### src/rtl/alarm_pkg.sv
`default_nettype none
// ============================================================================
//  Module      : alarm_pkg
//  Description : Shared types and constants for the intruder-alarm sequencer:
//                FSM state encoding, sensor zone indices and helpers.
//  Revision    : 1.0 - initial release
// ============================================================================
package alarm_pkg;

    // Width of the FSM state code as seen on the state output.
    localparam int STATE_W = 3;

    // Number of sensor zones (motion, door, window).
    localparam int ZONE_W = 3;

    // Zone bit positions within the sensor / zone vectors.
    localparam int Z_MOTION = 0;
    localparam int Z_DOOR   = 1;
    localparam int Z_WINDOW = 2;

    // FSM state encodings; codes 6 and 7 are unused and recover to DISARMED.
    typedef enum logic [STATE_W-1:0] {
        ST_DISARMED = 3'd0,
        ST_EXIT     = 3'd1,
        ST_ARMED    = 3'd2,
        ST_ENTRY    = 3'd3,
        ST_ALARM    = 3'd4,
        ST_HOLD     = 3'd5
    } alarm_state_t;

    // Motion and window are "instant" zones: they never get an entry delay.
    function automatic logic is_immediate(input logic [ZONE_W-1:0] s);
        return s[Z_MOTION] | s[Z_WINDOW];
    endfunction

endpackage
`default_nettype wire

### src/rtl/alarm_sync.sv
`default_nettype none
// ============================================================================
//  Module      : alarm_sync
//  Description : Parameterised-width two-flop synchronizer for raw
//                asynchronous inputs, asynchronous active-low reset.
//  Revision    : 1.0 - initial release
// ============================================================================
module alarm_sync #(
    parameter int WIDTH = 1
) (
    input  logic             clk,
    input  logic             rst_n,
    input  logic [WIDTH-1:0] async_in,
    output logic [WIDTH-1:0] sync_out
);

    logic [WIDTH-1:0] meta_d;
    logic [WIDTH-1:0] meta_q;
    logic [WIDTH-1:0] sync_d;
    logic [WIDTH-1:0] sync_q;

    // First stage captures the raw input, second stage resolves metastability.
    always_comb begin
        meta_d = async_in;
        sync_d = meta_q;
    end

    // Synchronizer flops; both stages clear together on reset.
    always_ff @(posedge clk or negedge rst_n) begin
        if (!rst_n) begin
            meta_q <= '0;
            sync_q <= '0;
        end else begin
            meta_q <= meta_d;
            sync_q <= sync_d;
        end
    end

    assign sync_out = sync_q;

endmodule
`default_nettype wire

### src/rtl/alarm_sequencer.sv
`default_nettype none
// ============================================================================
//  Module      : alarm_sequencer
//  Description : Arming/disarming controller for the motion/door/window
//                intruder alarm. Synchronises the sensors and runs the timed
//                exit / armed / entry / siren / hold state machine.
//  Revision    : 1.0 - initial release
// ============================================================================
module alarm_sequencer
    import alarm_pkg::*;
#(
    parameter int EXIT_CYCLES  = 16,
    parameter int ENTRY_CYCLES = 16,
    parameter int SIREN_CYCLES = 64,
    parameter int CNT_W        = 8
) (
    input  logic         clk,
    input  logic         rst_n,
    input  logic [2:0]   sensor,
    input  logic         arm,
    input  logic         disarm,
    output logic [2:0]   state,
    output logic         armed,
    output logic         siren,
    output logic         alarm_mem,
    output logic         buzzer,
    output logic [2:0]   zone,
    output logic         arm_fault
);

    // Counter load values: the counter runs from N-1 down to 0, so a phase
    // entered at edge k is left at edge k+N.
    localparam logic [CNT_W-1:0] EXIT_LOAD  = CNT_W'(EXIT_CYCLES - 1);
    localparam logic [CNT_W-1:0] ENTRY_LOAD = CNT_W'(ENTRY_CYCLES - 1);
    localparam logic [CNT_W-1:0] SIREN_LOAD = CNT_W'(SIREN_CYCLES - 1);
    localparam logic [CNT_W-1:0] CNT_ONE    = CNT_W'(1);

    // State is held as a raw code so the illegal encodings stay observable
    // and can be steered back to DISARMED.
    logic [STATE_W-1:0] state_d;
    logic [STATE_W-1:0] state_q;
    logic [CNT_W-1:0]   cnt_d;
    logic [CNT_W-1:0]   cnt_q;
    logic [ZONE_W-1:0]  zone_d;
    logic [ZONE_W-1:0]  zone_q;
    logic               arm_fault_d;
    logic               arm_fault_q;

    logic [ZONE_W-1:0]  w_s;
    logic               w_cnt_done;
    logic               w_instant;
    logic               w_any;

    // Sensors are asynchronous to clk; the FSM only ever sees w_s.
    alarm_sync #(
        .WIDTH    (ZONE_W)
    ) u_sync (
        .clk      (clk),
        .rst_n    (rst_n),
        .async_in (sensor),
        .sync_out (w_s)
    );

    assign w_cnt_done = (cnt_q == '0);
    assign w_instant  = is_immediate(w_s);
    assign w_any      = |w_s;

    // State, delay counter, zone latch and fault pulse registers.
    always_ff @(posedge clk or negedge rst_n) begin
        if (!rst_n) begin
            state_q     <= ST_DISARMED;
            cnt_q       <= '0;
            zone_q      <= '0;
            arm_fault_q <= 1'b0;
        end else begin
            state_q     <= state_d;
            cnt_q       <= cnt_d;
            zone_q      <= zone_d;
            arm_fault_q <= arm_fault_d;
        end
    end

    // Next-state, counter and zone logic; disarm overrides every state.
    always_comb begin
        state_d     = state_q;
        cnt_d       = cnt_q;
        zone_d      = zone_q;
        arm_fault_d = 1'b0;

        if (disarm) begin
            // Zone record is intentionally kept so the user can see what
            // tripped after disarming. Arm+disarm in DISARMED lands here too,
            // which is why it never raises a fault.
            state_d = ST_DISARMED;
            cnt_d   = '0;
        end else begin
            case (state_q)
                ST_DISARMED: begin
                    if (arm) begin
                        if (!w_any) begin
                            state_d = ST_EXIT;
                            cnt_d   = EXIT_LOAD;
                            zone_d  = '0;
                        end else begin
                            // Refuse to arm over an open zone.
                            arm_fault_d = 1'b1;
                        end
                    end
                end

                ST_EXIT: begin
                    // Occupant is leaving: sensors are deliberately ignored.
                    if (w_cnt_done) begin
                        state_d = ST_ARMED;
                    end else begin
                        cnt_d = cnt_q - CNT_ONE;
                    end
                end

                ST_ARMED: begin
                    if (w_instant) begin
                        // Instant zones beat the door when both are active.
                        state_d = ST_ALARM;
                        cnt_d   = SIREN_LOAD;
                        zone_d  = zone_q | w_s;
                    end else if (w_s[Z_DOOR]) begin
                        state_d = ST_ENTRY;
                        cnt_d   = ENTRY_LOAD;
                        zone_d  = zone_q | w_s;
                    end
                end

                ST_ENTRY: begin
                    zone_d = zone_q | w_s;
                    if (w_instant || w_cnt_done) begin
                        state_d = ST_ALARM;
                        cnt_d   = SIREN_LOAD;
                    end else begin
                        cnt_d = cnt_q - CNT_ONE;
                    end
                end

                ST_ALARM: begin
                    // Further sensor activity is recorded but does not extend
                    // the siren.
                    zone_d = zone_q | w_s;
                    if (w_cnt_done) begin
                        state_d = ST_HOLD;
                    end else begin
                        cnt_d = cnt_q - CNT_ONE;
                    end
                end

                ST_HOLD: begin
                    if (w_any) begin
                        state_d = ST_ALARM;
                        cnt_d   = SIREN_LOAD;
                        zone_d  = zone_q | w_s;
                    end
                end

                default: begin
                    state_d = ST_DISARMED;
                    cnt_d   = '0;
                end
            endcase
        end
    end

    // Output decode from registered state only; no input-to-output path.
    always_comb begin
        state     = state_q;
        armed     = (state_q == ST_ARMED) || (state_q == ST_ENTRY);
        siren     = (state_q == ST_ALARM);
        alarm_mem = (state_q == ST_ALARM) || (state_q == ST_HOLD);
        buzzer    = (state_q == ST_EXIT)  || (state_q == ST_ENTRY);
        zone      = zone_q;
        arm_fault = arm_fault_q;
    end

endmodule
`default_nettype wire

### config.mk
export PLATFORM = sky130hd
export DESIGN_NAME = alarm_sequencer
export DESIGN_NICKNAME = d
export VERILOG_FILES = /design/src/rtl/alarm_pkg.sv /design/src/rtl/alarm_sync.sv /design/src/rtl/alarm_sequencer.sv
export SDC_FILE = /design/constraint.sdc
export NUM_CORES = 1
export LEC_CHECK = 0
export ABC_AREA = 1
export CAP_MARGIN = 15
export CORE_MARGIN = 2
export CORE_UTILIZATION = 48
export DETAILED_ROUTE_END_ITERATION = 16
export HOLD_SLACK_MARGIN = 0.05
export PLACE_DENSITY = 0.82
export REMOVE_ABC_BUFFERS = 1
export SYNTH_ARGS = -nofsm -noshare
export SYNTH_HDL_FRONTEND = slang
export SYNTH_SLANG_ARGS = --single-unit
### constraint.sdc
create_clock -name clk -period 1.3 [get_ports clk]
set_input_delay 0.26 -clock clk [delete_from_list [all_inputs] [get_ports clk]]
set_output_delay 0.26 -clock clk [all_outputs]
set_load 0.02 [all_outputs]
After elaboration in Yosys (flattened, before gate mapping). Cells that the tools add are included.

Register bits after elaboration: 21. Bits in latches: 0. RAM bits: 0. Memory bits (read-only): 0. Input port bits: 7. Output and inout port bits: 11. Word-level logic and storage cells: 69. Memories kept: 0.

Add/subtract/negate cells: 1. Multipliers: 0. Div/mod/pow operators: 0. Order comparisons: 0. Equality and inequality tests: 17. Shift-type cells: 0. Muxes and demuxes: 29. Bitwise logic cells: 3. Reduce and logical (&&, ||, !) cells: 13.

Operator list (count): 8-bit 2-to-1 mux (8); 3-bit 2-to-1 mux (14); 8-bit case mux with 5 select lines (1); 3-bit inequality test, second input constant (6); 3-bit case mux with 6 select lines (1); 3-bit case mux with 4 select lines (1); 8-bit zero test (1); 8-bit by 1-bit subtractor with 8-bit output, second input constant (1); 7-bit AND reduction (1); 3-bit by 2-bit equality test with 1-bit output, second input constant (2); 3-bit equality test, second input constant (2); 2-bit inequality test, second input constant (3); 3-bit by 2-bit inequality test with 1-bit output, second input constant (2); 6-bit AND reduction (1); 5-bit AND reduction (1); 1-bit logical OR (4); 1-bit 2-to-1 mux (4); 4-bit by 3-bit inequality test with 1-bit output, second input constant (1); 4-bit nonzero test (1); 2-bit OR reduction (2); 3-bit by 1-bit equality test with 1-bit output, second input constant (1); 3-bit zero test (1); 3-bit OR (1); 3-bit OR reduction (1); 2 further kinds (2).

Longest topological paths before layout. Gate-level depths: netlist of run 1.

Depth after elaboration: 5. Depth in mapped cells: 10. Gate-level depth less buffers: 10.

Cells and area by module. A second synthesis of run 1 with hierarchy kept.

Cell total of the unflattened synthesis: 181. Area, all modules: 1252.5 um^2.

By module, submodules not included: alarm_sequencer (instances 1, cells each 175, area each 1102.3 um^2, sequential area each 375.4 um^2); alarm_sync (instances 1, cells each 6, area each 150.1 um^2, sequential area each 150.1 um^2).

Worst setup path after synthesis of run 1. OpenSTA, ideal clock, no wires.

Path kind: flip-flop to flip-flop. From: register state_q[2] (netlist: state[2]). To: register zone_q[0] (netlist: zone[0]). Library setup time: 95 ps. Arrival time: 1391 ps. Required time: 1205 ps. Path slack: -186 ps. Stages on the path, launching flop included: 5. Path buffers: 1. Period minus slack after synthesis: 1486 ps. Path through: dfrtp_1 buf_4 nor2_1 o22ai_1 o31ai_1.

Word-level cells in the longest chain between the ends: 4. Elaborated cells on any way between the ends: 13. Classes of those cells: eq/ne: 8; mux: 1; reduce/logical: 4.

Ends and longest elaborated chain: from (decl) (RTL line alarm_sequencer.sv:41) `logic [STATE_W-1:0] state_q;`; from (signal assigned) (RTL line alarm_sequencer.sv:76) `state_q <= state_d;`; 3-bit equality test / 3-bit by 2-bit equality test with 1-bit output (equally long branches) (RTL line alarm_sequencer.sv:97) `case (state_q)`; 2-bit OR reduction (no line); 4-bit nonzero test (no line); 6-bit AND reduction (no line); to (signal assigned) (RTL line alarm_sequencer.sv:78) `zone_q <= zone_d;`; to (decl) (RTL line alarm_sequencer.sv:45) `logic [ZONE_W-1:0] zone_q;`.

Parallel ways exist; a longest one is shown, timed or not. A chain may end at the register's enable or synchronous reset.

Worst setup path after layout of run 1.
From: register state_q[0] (netlist: state[0]). To: register cnt_q[4].

Word-level cells in the longest chain between the ends: 4. Elaborated cells on any way between the ends: 15. Classes of those cells: eq/ne: 10; mux: 2; reduce/logical: 3.

Ends and longest elaborated chain: 3-bit equality test / 3-bit by 1-bit equality test with 1-bit output (equally long branches) (RTL line alarm_sequencer.sv:97); 2-bit OR reduction (no line); 3-bit inequality test (no line) / 8-bit case mux with 5 select lines (equally long branches); 5-bit AND reduction (no line) / 8-bit 2-to-1 mux (equally long branches); to (signal assigned) (RTL line alarm_sequencer.sv:77) `cnt_q <= cnt_d;`; to (decl) (RTL line alarm_sequencer.sv:43) `logic [CNT_W-1:0] cnt_q;`.

Parallel ways exist; a longest one is shown, timed or not.

==> results of run 1 <==
## worst max-delay path, delay by kind of cell (launching register included)
family          cells  cell delay, ns
simple gates        3            0.28
compound gates      1            0.24
flops               1            0.44
buf+inv             4            0.53
## area by class of cell
class,count,area [sq um],share of cell area [%]
inverter,21,86.3,4.13
tap,30,37.5,1.79
multi-input combinational,135,881,42.1
clock inverter,1,5.00,0.239
clock buffer,3,22.5,1.08
sequential,21,528,25.2
timing repair buffer,63,532,25.4
## power breakdown
group,switching [W],total (W),internal [W]
Combinational,0.00210,0.00370,0.00160
Sequential,0.000175,0.000995,0.000820
Clock,0.000218,0.000333,0.000115
Total,0.00249,0.00503,0.00253
## cell usage in the layout, fill, tap and decap left out, types with 5 or more instances in the layout
cell / synthesis / routed
dfrtp_1: 21 / 19
inv_2: 3 / 6
nor2_2: 1 / 6
clkdlybuf4s50_1: 0 / 6
buf_4: 1 / 39
nand3_1: 13 / 5
nand2_1: 63 / 51
inv_1: 18 / 13
nand4_1: 7 / 7
nand2_4: 0 / 8
nand2_2: 3 / 7
xor2_1: 5 / 5
nand3_4: 1 / 7
nor2_1: 19 / 12
buf_6: 0 / 13
## sequential cells by signal, indices dropped and copies added (netlist names)
signal,flops
arm_fault,1
cnt_q,8
zone,3
u_sync.meta_q,3
state,3
u_sync.sync_out,3
## routing by layer
metal	GRT usage (%)	up-vias	share of wire, %
li1	-	704	-
met2	46.4	120	48
met3	5.39	33	9.2
met4	10.1	0	5.3
met5	0	-	0
met1	37.0	759	38
## through the flow
stage / setup slack, ns / instances
2_1_floorplan: -0.185 / 176
4_1_cts: -0.177 / 268
3_3_place_gp: -0.241 / 256
3_5_place_dp: -0.313 / 256
5_1_grt: -0.320 / 274
6_report: -0.285 / 274
## path summary, 6_finish.rpt
path / to / slack [ns] / cells after the start
worst max-delay path: cnt_q[4] / -0.28 / 8
worst min-delay path: state[0] / 0.29 / 2
worst max register to register: cnt_q[4] / -0.28 / 8
worst min register to register: u_sync.sync_out[2] / 0.37 / 0
max in group asynchronous: state[2] / 0.76 / 2
min in group clk: u_sync.sync_out[2] / 0.37 / 0
## cell families after synthesis
| group | count (synthesis) | synth area share [%] |
|---|---|---|
| and+or+nand+nor | 111 | 38.9 |
| buffers and inverters | 22 | 6.83 |
| DFF | 21 | 41.6 |
| AOI/OAI and AO/OA | 16 | 7.23 |
| xor gates and xnor gates | 5 | 3.47 |
| adders and majority gates | 2 | 1.98 |
## repair_timing
item,in CTS,in global routing
setup buffers,7,6
pin swaps,14,15
resized for setup,95,25
endpoints found under the setup margin,26,25
gates cloned,1,0
==> summary.md, run 1 <==
| Metric | Value |
|---|---|
| Status | `finished, violations left` |
| Failing checks | `setup timing` |
| CP cell instances | `buf_6 -> buf_4 -> buf_6 -> buf_4 -> a21oi_1 -> nand3_1 -> nand2_1 -> nand2_1` |
| CP required | `1.51 ns` |
| Avg Vias per Cell | `5.90` |
| Critical Path Start Type | `flop` |
| CTS tree | `yes` |
| Synth Flop Type | `dfrtp_1` |
| Count leader, synth | `nand2_1` |
| DRT iter0 DRCs | `about 100` |
| First-pass GRT wire length | `approximately 7.0 mm` |
| Largest net degree at the start of global routing | `22` |
| Leak Pwr | `between 1 and 1.5 nW` |
| Crit-path max cell delay | `roughly 0.44 ns` |
| Initial antenna violation count | `0` |
| Avg Synthesized Cell Area | `7.14 sq um` |
| Unrepaired setup endpoints after global routing | `yes` |
| Maxcap violations | `0` |
| Die area | `3060 sq um` |
| EDFF count, synth | `0` |
| CTS Hold Bufs | `0` |
| Critical path peak fanout | `5` |
| Max Clk Rate | `631 MHz` |
| Final hold vios | `0` |
| Root Buffer | `clkbuf_4` |
| Clock transition at path regs | `0.13 ns` |
| Row count | `18` |
| Diode count | `0` |
| Core area | `roughly 2500 sq um` |
| Worst R2R Start | `state[0]` |
| CP Launch Point | `state[0]` |
| Slew @ Worst Pin | `roughly 0.34 ns` |
| Setup violators final | `21` |
| Pre-Repair DR Iteration Count | `6` |
| WL final | `around 4.8 mm` |
| Nets | `roughly 250` |
| Worst setup margin | `-0.285 ns` |
| Post-layout util | `between 80% and 90%` |
| # IOs | `18` |
| Global route overflow | `0` |
| Clk_lat worst skew | `~0.31 ns` |
| Fin area | `around 2100 sq um` |
| Yosys top cell by area | `dfrtp_1` |
| Worst vdd ir | `between 0.0015 and 0.002 V` |
| Total power draw | `0.00503 W` |
| Setup Crit Path Kind | `reg -> reg` |
| Synth cell types | `22` |
| Max-Slew Margin vs Limit | `between 70% and 80%` |
| Most instantiated cells after synthesis | `nand2_1 (63), dfrtp_1 (21), nor2_1 (19), inv_1 (18), nand3_1 (13)` |
| WP data arrival | `between 1.5 and 2 ns` |
| CTS sink cnt | `21` |
| Port bufs | `17` |
| Final Cycle Share | `122%` |
| Area Growth Syn to Fin | `65.5%` |
| Placed instance area | `between 1500 and 2000 sq um` |
| Tmin final | `between 1.5 and 2 ns` |
| Setup tns final | `-3.63 ns` |
| Half-perimeter wire length after placement | `between 2 and 3 mm` |
| Hold WS | `0.287 ns` |
| Vias | `between 1,500 and 2,000` |
| Routability-driven placement congestion ratio | `just over 0.9` |
| Htree depth | `1` |
| Yosys warns | `0` |
| Flops & latches, synth | `21` |
| Fill cells | `between 100 and 150` |
| Die H | `around 55 microns` |
| Residual DRC | `0` |
| Yosys top cell area share | `41.6%` |
| Cells after Synth | `between 150 and 200` |
| Crit path capture type | `flop` |
| Clock buffer depth | `2` |
| Share of layout cells above drive strength 1 | `45.9%` |
| Sequential area share after synthesis | `around two fifths` |
| Starting density of the core | `between 50% and 60%` |
| Total CTS buffers | `3` |
| Antenna Nets Post-Route | `0` |
| GRT Total Usage | `28.2%` |
| Top cells by area, synth | `dfrtp_1 (42%), nand2_1 (19%), nor2_1 (5.6%)` |
| Hold Path Class | `in -> async` |
| Area of the mapped netlist | `1260 sq um` |
| Critical path's slowest cell | `dfrtp_1` |
| WL per Instance | `17.4 microns` |
| Worst Skew | `slightly below 0.009 ns` |
| PwrDens | `approximately 2400 nW/um^2` |
| Slew Viols, Final | `0` |
| FFs w/ async S/R, synth | `100%` |
| Horiz. Die Dim | `about 55 microns` |
| Vias in the first global route | `about 1,500` |
(Power assumes the default switching activity.)
==> run 2, diff against run 1 <==
--- a/config.mk
+++ b/config.mk
@@ -13,6 +13,7 @@
 export HOLD_SLACK_MARGIN = 0.05
 export PLACE_DENSITY = 0.82
 export REMOVE_ABC_BUFFERS = 1
+export SKIP_CTS_REPAIR_TIMING = 1
 export SYNTH_ARGS = -nofsm -noshare
 export SYNTH_HDL_FRONTEND = slang
 export SYNTH_SLANG_ARGS = --single-unit
==> summary.md, run 2 (synthesized netlist as in run 1, its figures left out) <==
| Metric | Value |
|---|---|
| Worst vdd ir | `0.00161 V (-5.8%)` |
| Max FFs per register | `8 (unchanged)` |
| Residual DRC | `0 (unchanged)` |
| Max Clk Rate | `640 MHz (+1.5%)` |
| Multi-input logic area | `892 sq um (+1.3%)` |
| Starting density of the core | `51.0% (unchanged)` |
| Nets | `246 (-3.1%)` |
| Tmin final | `1.56 ns (-0.0233 ns)` |
| Setup Crit Path Kind | `reg -> reg` |
| Crit path top cell by count | `nand2_1` |
| Critical Path Start Type | `flop` |
| DRT iter0 DRCs | `74 (-27%)` |
| Setup tns final | `-3.61 ns (+0.0193 ns)` |
| Max-Slew Margin vs Limit | `75.3% (-2.1 points)` |
| Die H | `55.3 microns (unchanged)` |
| Critical path's slowest cell | `dfrtp_2` |
| Htree depth | `1 (unchanged)` |
| Row count | `18 (unchanged)` |
| Register Area | `528 sq um (unchanged)` |
| CTS sink cnt | `21 (unchanged)` |
| Crit-path max cell delay | `0.51 ns (+0.07 ns)` |
| Top reg by flops | `cnt_q` |
| Routability-driven placement congestion ratio | `0.920 (unchanged)` |
| CP required | `1.52 ns (about the same)` |
| CP top delay family | `simple AND/OR/NAND/NOR gates` |
| WP data arrival | `1.78 ns (-0.02 ns)` |
| Critical path peak fanout | `8 (+3)` |
| Slew Viols, Final | `0 (unchanged)` |
| Status | `finished, violations left` |
| Initial antenna violation count | `0 (unchanged)` |
| Setup violators final | `20 (-4.8%)` |
| Final hold vios | `0 (unchanged)` |
| Die area | `3060 sq um (unchanged)` |
| Vias | `1,540 (-4.7%)` |
| Failing checks | `setup timing` |
| Total CTS buffers | `3 (unchanged)` |
| Avg Vias per Cell | `5.79 (-1.8%)` |
| Commonest cells after routing, fill and taps aside | `nand2_1 (49), buf_4 (33), dfrtp_1 (19)` |
| Fill cells | `151 (+17%)` |
| Largest net degree at the start of global routing | `22 (unchanged)` |
| Commonest non-fill, non-tap cell in the layout | `nand2_1` |
| Port bufs | `17 (unchanged)` |
| Clk_lat worst skew | `0.31 ns (about the same)` |
| Clock transition at path regs | `0.13 ns (about the same)` |
| Hold Path Class | `in -> async` |
| Share of layout cells above drive strength 1 | `44.9% (-0.99 points)` |
| CP cell instances | `buf_6 -> nand3_2 -> nand2_2 -> or2_1 -> a21oi_2 -> nand2_1 -> nand2_1 -> nand2_1` |
| Root Buffer | `clkbuf_4` |
| Worst Skew | `0.00582 ns (-0.00292 ns)` |
| Hold WS | `0.288 ns (+0.00104 ns)` |
| Core area | `2480 sq um (unchanged)` |
| Leak Pwr | `1.09 nW (+2.4%)` |
| CP Buf/Inv Count | `1 (-3)` |
| Antenna Nets Post-Route | `0 (unchanged)` |
| Horiz. Die Dim | `55.3 microns (unchanged)` |
| Global route overflow | `0 (unchanged)` |
| Worst setup margin | `-0.261 ns (+0.0233 ns)` |
| Unrepaired setup endpoints after global routing | `yes` |
| # IOs | `18 (unchanged)` |
| PwrDens | `2360 nW/um^2 (-1.9%)` |
| Maxcap violations | `0 (unchanged)` |
| WL per Instance | `16.4 microns (-5.8%)` |
| First-pass GRT wire length | `5.36 mm (-23%)` |
| Clock buffer depth | `2 (unchanged)` |
| CTS tree | `yes` |
| Vias in the first global route | `1,310 (-15%)` |
| Area Growth Syn to Fin | `62.8%` |
| GRT Total Usage | `21.5% (-6.7 points)` |
| Pre-Repair DR Iteration Count | `4 (-2)` |
| Half-perimeter wire length after placement | `2.57 mm (unchanged)` |
| Diode count | `0 (unchanged)` |
| Crit path capture type | `flop` |
| WL final | `4.36 mm (-8.5%)` |
| Slew @ Worst Pin | `0.370 ns (+0.0311 ns)` |
| Final Cycle Share | `120% (-1.8 points)` |
run 2: cell count changes in the layout (fill, tap and decap cells not counted), moves of 3 or more:
| cell | change |
|---|---|
| buf_4 | -6 |
| dlymetal6s2s_1 | +4 |
| nand2_2 | +4 |
| buf_6 | -3 |
run 2: worst register-to-register path, cell delays in order, from the launching register on:
cell	delay, ns
dfrtp_2	0.51
buf_6	0.16
nand3_2	0.06
nand2_2	0.08
or2_1	0.25
a21oi_2	0.20
nand2_1	0.10
nand2_1	0.07
nand2_1	0.05
run 2: path summary, 6_finish.rpt:
| check | startpoint | end | slack (ns) | depth (start not counted) |
|---|---|---|---|---|
| worst max-delay path | state[2] | cnt_q[1] | -0.26 | 8 |
| worst min-delay path | rst_n | state[0] | 0.29 | 2 |
| worst max register to register | state[2] | cnt_q[1] | -0.26 | 8 |
| worst min register to register | u_sync.meta_q[1] | u_sync.sync_out[1] | 0.37 | 0 |
| max in group asynchronous | rst_n | state[2] | 0.77 | 2 |
| min in group clk | u_sync.meta_q[1] | u_sync.sync_out[1] | 0.37 | 0 |
run 2: power breakdown:
part / switching (W) / internal (W)
Combinational: 0.00203 / 0.00149
Sequential: 0.000181 / 0.000820
Clock: 0.000214 / 0.000115
Total: 0.00242 / 0.00243
run 2: final cells by class:
class	count	share of cell area, %
clock buffer	3	1.09
clock inverter	1	0.243
inverter	21	4.44
multi-input combinational	135	43.4
sequential	21	25.7
tap	30	1.82
timing repair buffer	55	23.4
run 2: stage by stage:
step	setup slack, ns	utilization (%)	cells	cell area [sq um]	total power (W)
finish	-0.261	83.0	266	2060	0.00485
global route	-0.333	83.0	266	2060	0.00514
CTS	-0.630	70.2	260	1740	0.00383
detailed placement	-0.313	69.1	256	1710	0.00350
global placement	-0.241	69.1	256	1710	0.00341
floorplan	-0.185	-	176	1260	0.00240
run 2: metal layers:
layer,part of all wire [%],global-route usage (%)
met5,0,0
met3,7.5,4.22
met4,4.4,6.27
met1,40,28.8
met2,48,35.4
==> run 3, diff against run 2 <==
--- a/config.mk
+++ b/config.mk
@@ -5,12 +5,11 @@
 export SDC_FILE = /design/constraint.sdc
 export NUM_CORES = 1
 export LEC_CHECK = 0
-export ABC_AREA = 1
 export CAP_MARGIN = 15
 export CORE_MARGIN = 2
-export CORE_UTILIZATION = 48
+export CORE_UTILIZATION = 47
 export DETAILED_ROUTE_END_ITERATION = 16
-export HOLD_SLACK_MARGIN = 0.05
+export HOLD_SLACK_MARGIN = 0.02
 export PLACE_DENSITY = 0.82
 export REMOVE_ABC_BUFFERS = 1
 export SKIP_CTS_REPAIR_TIMING = 1
==> constraint.sdc (replaced) <==
create_clock -name clk -period 1.26 [get_ports clk]
set_input_delay 0.252 -clock clk [delete_from_list [all_inputs] [get_ports clk]]
set_output_delay 0.252 -clock clk [all_outputs]
set_load 0.02 [all_outputs]
==> summary.md, run 3 <==
| Metric | Value |
|---|---|
| Yosys top cell area share | `44.4% (+2.8 points)` |
| Synth Area in Adders | `2.11% (+0.13 points)` |
| Area Growth Syn to Fin | `65.5%` |
| Hold Path Class | `in -> async` |
| Max FFs per register | `8 (unchanged)` |
| Post-layout util | `80.6% (-2.4 points)` |
| Top cells by area, synth | `dfrtp_1 (44%), nor2_1 (4.1%), a22o_1 (3.7%)` |
| Vias in the first global route | `1,160 (-11%)` |
| Initial antenna violation count | `0 (unchanged)` |
| Max Clk Rate | `439 MHz (-31%)` |
| Global route overflow | `0 (unchanged)` |
| Critical path's slowest cell | `or4_4` |
| Nets | `197 (-20%)` |
| Half-perimeter wire length after placement | `2.43 mm (-5.6%)` |
| CTS sink cnt | `21 (unchanged)` |
| Final hold vios | `0 (unchanged)` |
| Setup tns final | `-13.85 ns (-10.23 ns)` |
| DRT iter0 DRCs | `57 (-23%)` |
| Leak Pwr | `0.934 nW (-15%)` |
| Crit path capture type | `flop` |
| Routability-driven placement congestion ratio | `0.873 (-5.1%)` |
| Switch share | `41.8% (-8.2 points)` |
| Diode count | `0 (unchanged)` |
| Row count | `18 (unchanged)` |
| Synth cell types | `43 (+95%)` |
| Maxcap violations | `0 (unchanged)` |
| Starting density of the core | `48.7% (-2.3 points)` |
| XOR/XNOR share of the synthesized area | `3.70% (+0.23 points)` |
| Commonest non-fill, non-tap cell in the layout | `buf_4` |
| Horiz. Die Dim | `54.2 microns (-2.0%)` |
| Clk_lat worst skew | `0.34 ns (+0.03 ns)` |
| Yosys top cell by area | `dfrtp_1` |
| Total CTS buffers | `3 (unchanged)` |
| Worst Skew | `0.00751 ns (+0.00169 ns)` |
| Setup violators final | `22 (+10%)` |
| Clock transition at path regs | `0.14 ns (about the same)` |
| CP required | `1.49 ns (-0.03 ns)` |
| Unrepaired setup endpoints after global routing | `yes` |
| Failing checks | `setup timing` |
| Htree depth | `1 (unchanged)` |
| Cells after Synth | `119 (-33%)` |
| Largest net degree at the start of global routing | `22 (unchanged)` |
| Avg Synthesized Cell Area | `9.96 sq um (+39%)` |
| Status | `finished, violations left` |
| Setup Crit Path Kind | `reg -> reg` |
| Main combinational cell family by area after synthesis | `compound AO/OA/AOI/OAI gates` |
| Clock buffer depth | `2 (unchanged)` |
| Root Buffer | `clkbuf_4` |
| Die area | `2940 sq um (-3.9%)` |
| # IOs | `18 (unchanged)` |
| Synth Flop Type | `dfrtp_1` |
| Avg Vias per Cell | `5.84 (+0.85%)` |
| Flop pwr share | `21.0% (+0.4 points)` |
| Area of the mapped netlist | `1180 sq um (-6.2%)` |
| Critical path peak fanout | `5 (-3)` |
| Die H | `54.2 microns (-2.0%)` |
| Core area | `2430 sq um (-1.8%)` |
| Max-Slew Margin vs Limit | `51.7% (-24 points)` |
| Crit-path max cell delay | `0.53 ns (+0.02 ns)` |
| Pre-Repair DR Iteration Count | `4 (unchanged)` |
| Slew @ Worst Pin | `0.715 ns (+0.345 ns)` |
| Sw power | `0.00205 W (-15%)` |
| Antenna Nets Post-Route | `0 (unchanged)` |
| Vias | `1,267 (-18%)` |
| Pint | `0.00286 W (+18%)` |
| WL per Instance | `18.8 microns (+15%)` |
| Final Cycle Share | `181% (+61 points)` |
| Port bufs | `17 (unchanged)` |
| EDFF count, synth | `0 (unchanged)` |
| Slew Viols, Final | `0 (unchanged)` |
| Clock share of power | `7.6% (+0.8 points)` |
| First-pass GRT wire length | `5.24 mm (-2.3%)` |
| Most instantiated cells after synthesis | `dfrtp_1 (21), nor2_1 (13), nand2_1 (6), o21ai_0 (6)` |
| Flops & latches, synth | `21 (unchanged)` |
| Simple-Gate Fraction of Synth Area | `21.4% (-17 points)` |
| Comb pwr share | `71.4% (-1.2 points)` |
| CTS tree | `yes` |
| Worst vdd ir | `0.00190 V (+19%)` |
| FFs w/ async S/R, synth | `100% (unchanged)` |
| WL final | `4.08 mm (-6.4%)` |
| Sequential area share after synthesis | `44.4% (+2.8 points)` |
| Share of layout cells above drive strength 1 | `46.0% (+1.1 points)` |
| GRT Total Usage | `25.3% (+3.8 points)` |
| CP cell instances | `inv_2 -> ha_1 -> or3b_4 -> or4_4 -> a31oi_4 -> o21ai_2 -> mux2_4` |
| Hold WS | `0.238 ns (-0.0496 ns)` |
| Count leader, synth | `dfrtp_1` |
| Commonest cells after routing, fill and taps aside | `buf_4 (39), dfrtp_1 (21), buf_6 (18)` |
| Worst setup margin | `-1.02 ns (-0.755 ns)` |
| WP data arrival | `2.51 ns (+0.73 ns)` |
| Post-synthesis mux area share | `1.90% (+1.9 points)` |
| PwrDens | `2510 nW/um^2 (+6.3%)` |
| Synth Area in Compound Gates | `23.3% (+16 points)` |
| Total power draw | `0.00491 W (+1.3%)` |
| Critical Path Start Type | `flop` |
| Yosys warns | `0 (unchanged)` |
| Tmin final | `2.28 ns (+0.715 ns)` |
| Residual DRC | `0 (unchanged)` |
| Top reg by flops | `cnt_q` |
| Pre-CTS WS | `-1.08 ns (-0.770 ns)` |
[run 3: changes by cell type after synthesis, moves of 4 or more]
| cell | delta |
|---|---|
| a22o_1 | +5 |
| inv_1 | -15 |
| nand2_1 | -57 |
| nand2b_1 | +4 |
| nand3_1 | -12 |
| nand4_1 | -7 |
| nor2_1 | -6 |
| nor3_1 | +4 |
[run 3: routing by layer]
metal	global-route usage [%]	share of wire (%)	routed length (microns)	vias to the layer above
met5	0	0	0	-
met4	11.3	2.8	115	0
met3	3.01	7.2	293	16
met2	42.4	52	2140	66
met1	32.9	38	1530	607
li1	-	-	-	578
[run 3: final timing paths]
path | cells after the start | slack (ns) | endpoint | start
hold / removal | 2 | 0.24 | zone[2] | rst_n
setup / recovery | 7 | -1.02 | state[0] | cnt_q[1]
max in group asynchronous | 2 | 0.80 | state[0] | rst_n
min in group clk | 1 | 0.33 | u_sync.meta_q[2] | sensor[2]
hold reg to reg | 0 | 0.37 | u_sync.sync_out[2] | u_sync.meta_q[2]
setup reg to reg | 7 | -1.02 | state[0] | cnt_q[1]
[run 3: layout make-up]
type,count,area (sq um)
clock buffer,3,22.5
clock inverter,1,7.51
fill,141,472
inverter,3,13.8
multi-input combinational,91,733
sequential,21,526
tap,30,37.5
timing repair buffer,68,621
[run 3: metrics by stage]
step	cells	instance area [sq um]
3_5_place_dp	202	1670
3_3_place_gp	202	1670
4_1_cts	206	1700
5_1_grt	217	1960
2_1_floorplan	114	1160
6_report	217	1960
[run 3: cell families (layout without fill, tap and decap cells)]
| family | after synthesis | count (layout) |
|---|---|---|
| and+or+nand+nor | 46 | 46 |
| buffers and inverters | 8 | 75 |
| muxes | 2 | 2 |
| DFF | 21 | 21 |
| adders and majority gates | 2 | 2 |
| AOI/OAI and AO/OA | 35 | 36 |
| xor gates and xnor gates | 5 | 5 |
[run 3: power by group through the flow]
stage	Clock (W)	Sequential, W	Combinational (W)
6_report	0.000372	0.00103	0.00351
5_1_grt	0.000405	0.00105	0.00375
4_1_cts	0.000364	0.00101	0.00280
3_5_place_dp	0	0.00102	0.00278
3_3_place_gp	0	0.00101	0.00269
2_1_floorplan	0	0.00122	0.00124
[run 3: critical path, delay by kind of cell, from the launching register on]
family / cells / cell delay, ns
AND/OR/NAND/NOR: 2 / 0.90
adder cells (fa/ha/maj): 1 / 0.12
multiplexers: 1 / 0.30
flip-flops: 1 / 0.42
AO/OA/AOI/OAI: 2 / 0.38
buffers and inverters: 1 / 0.06
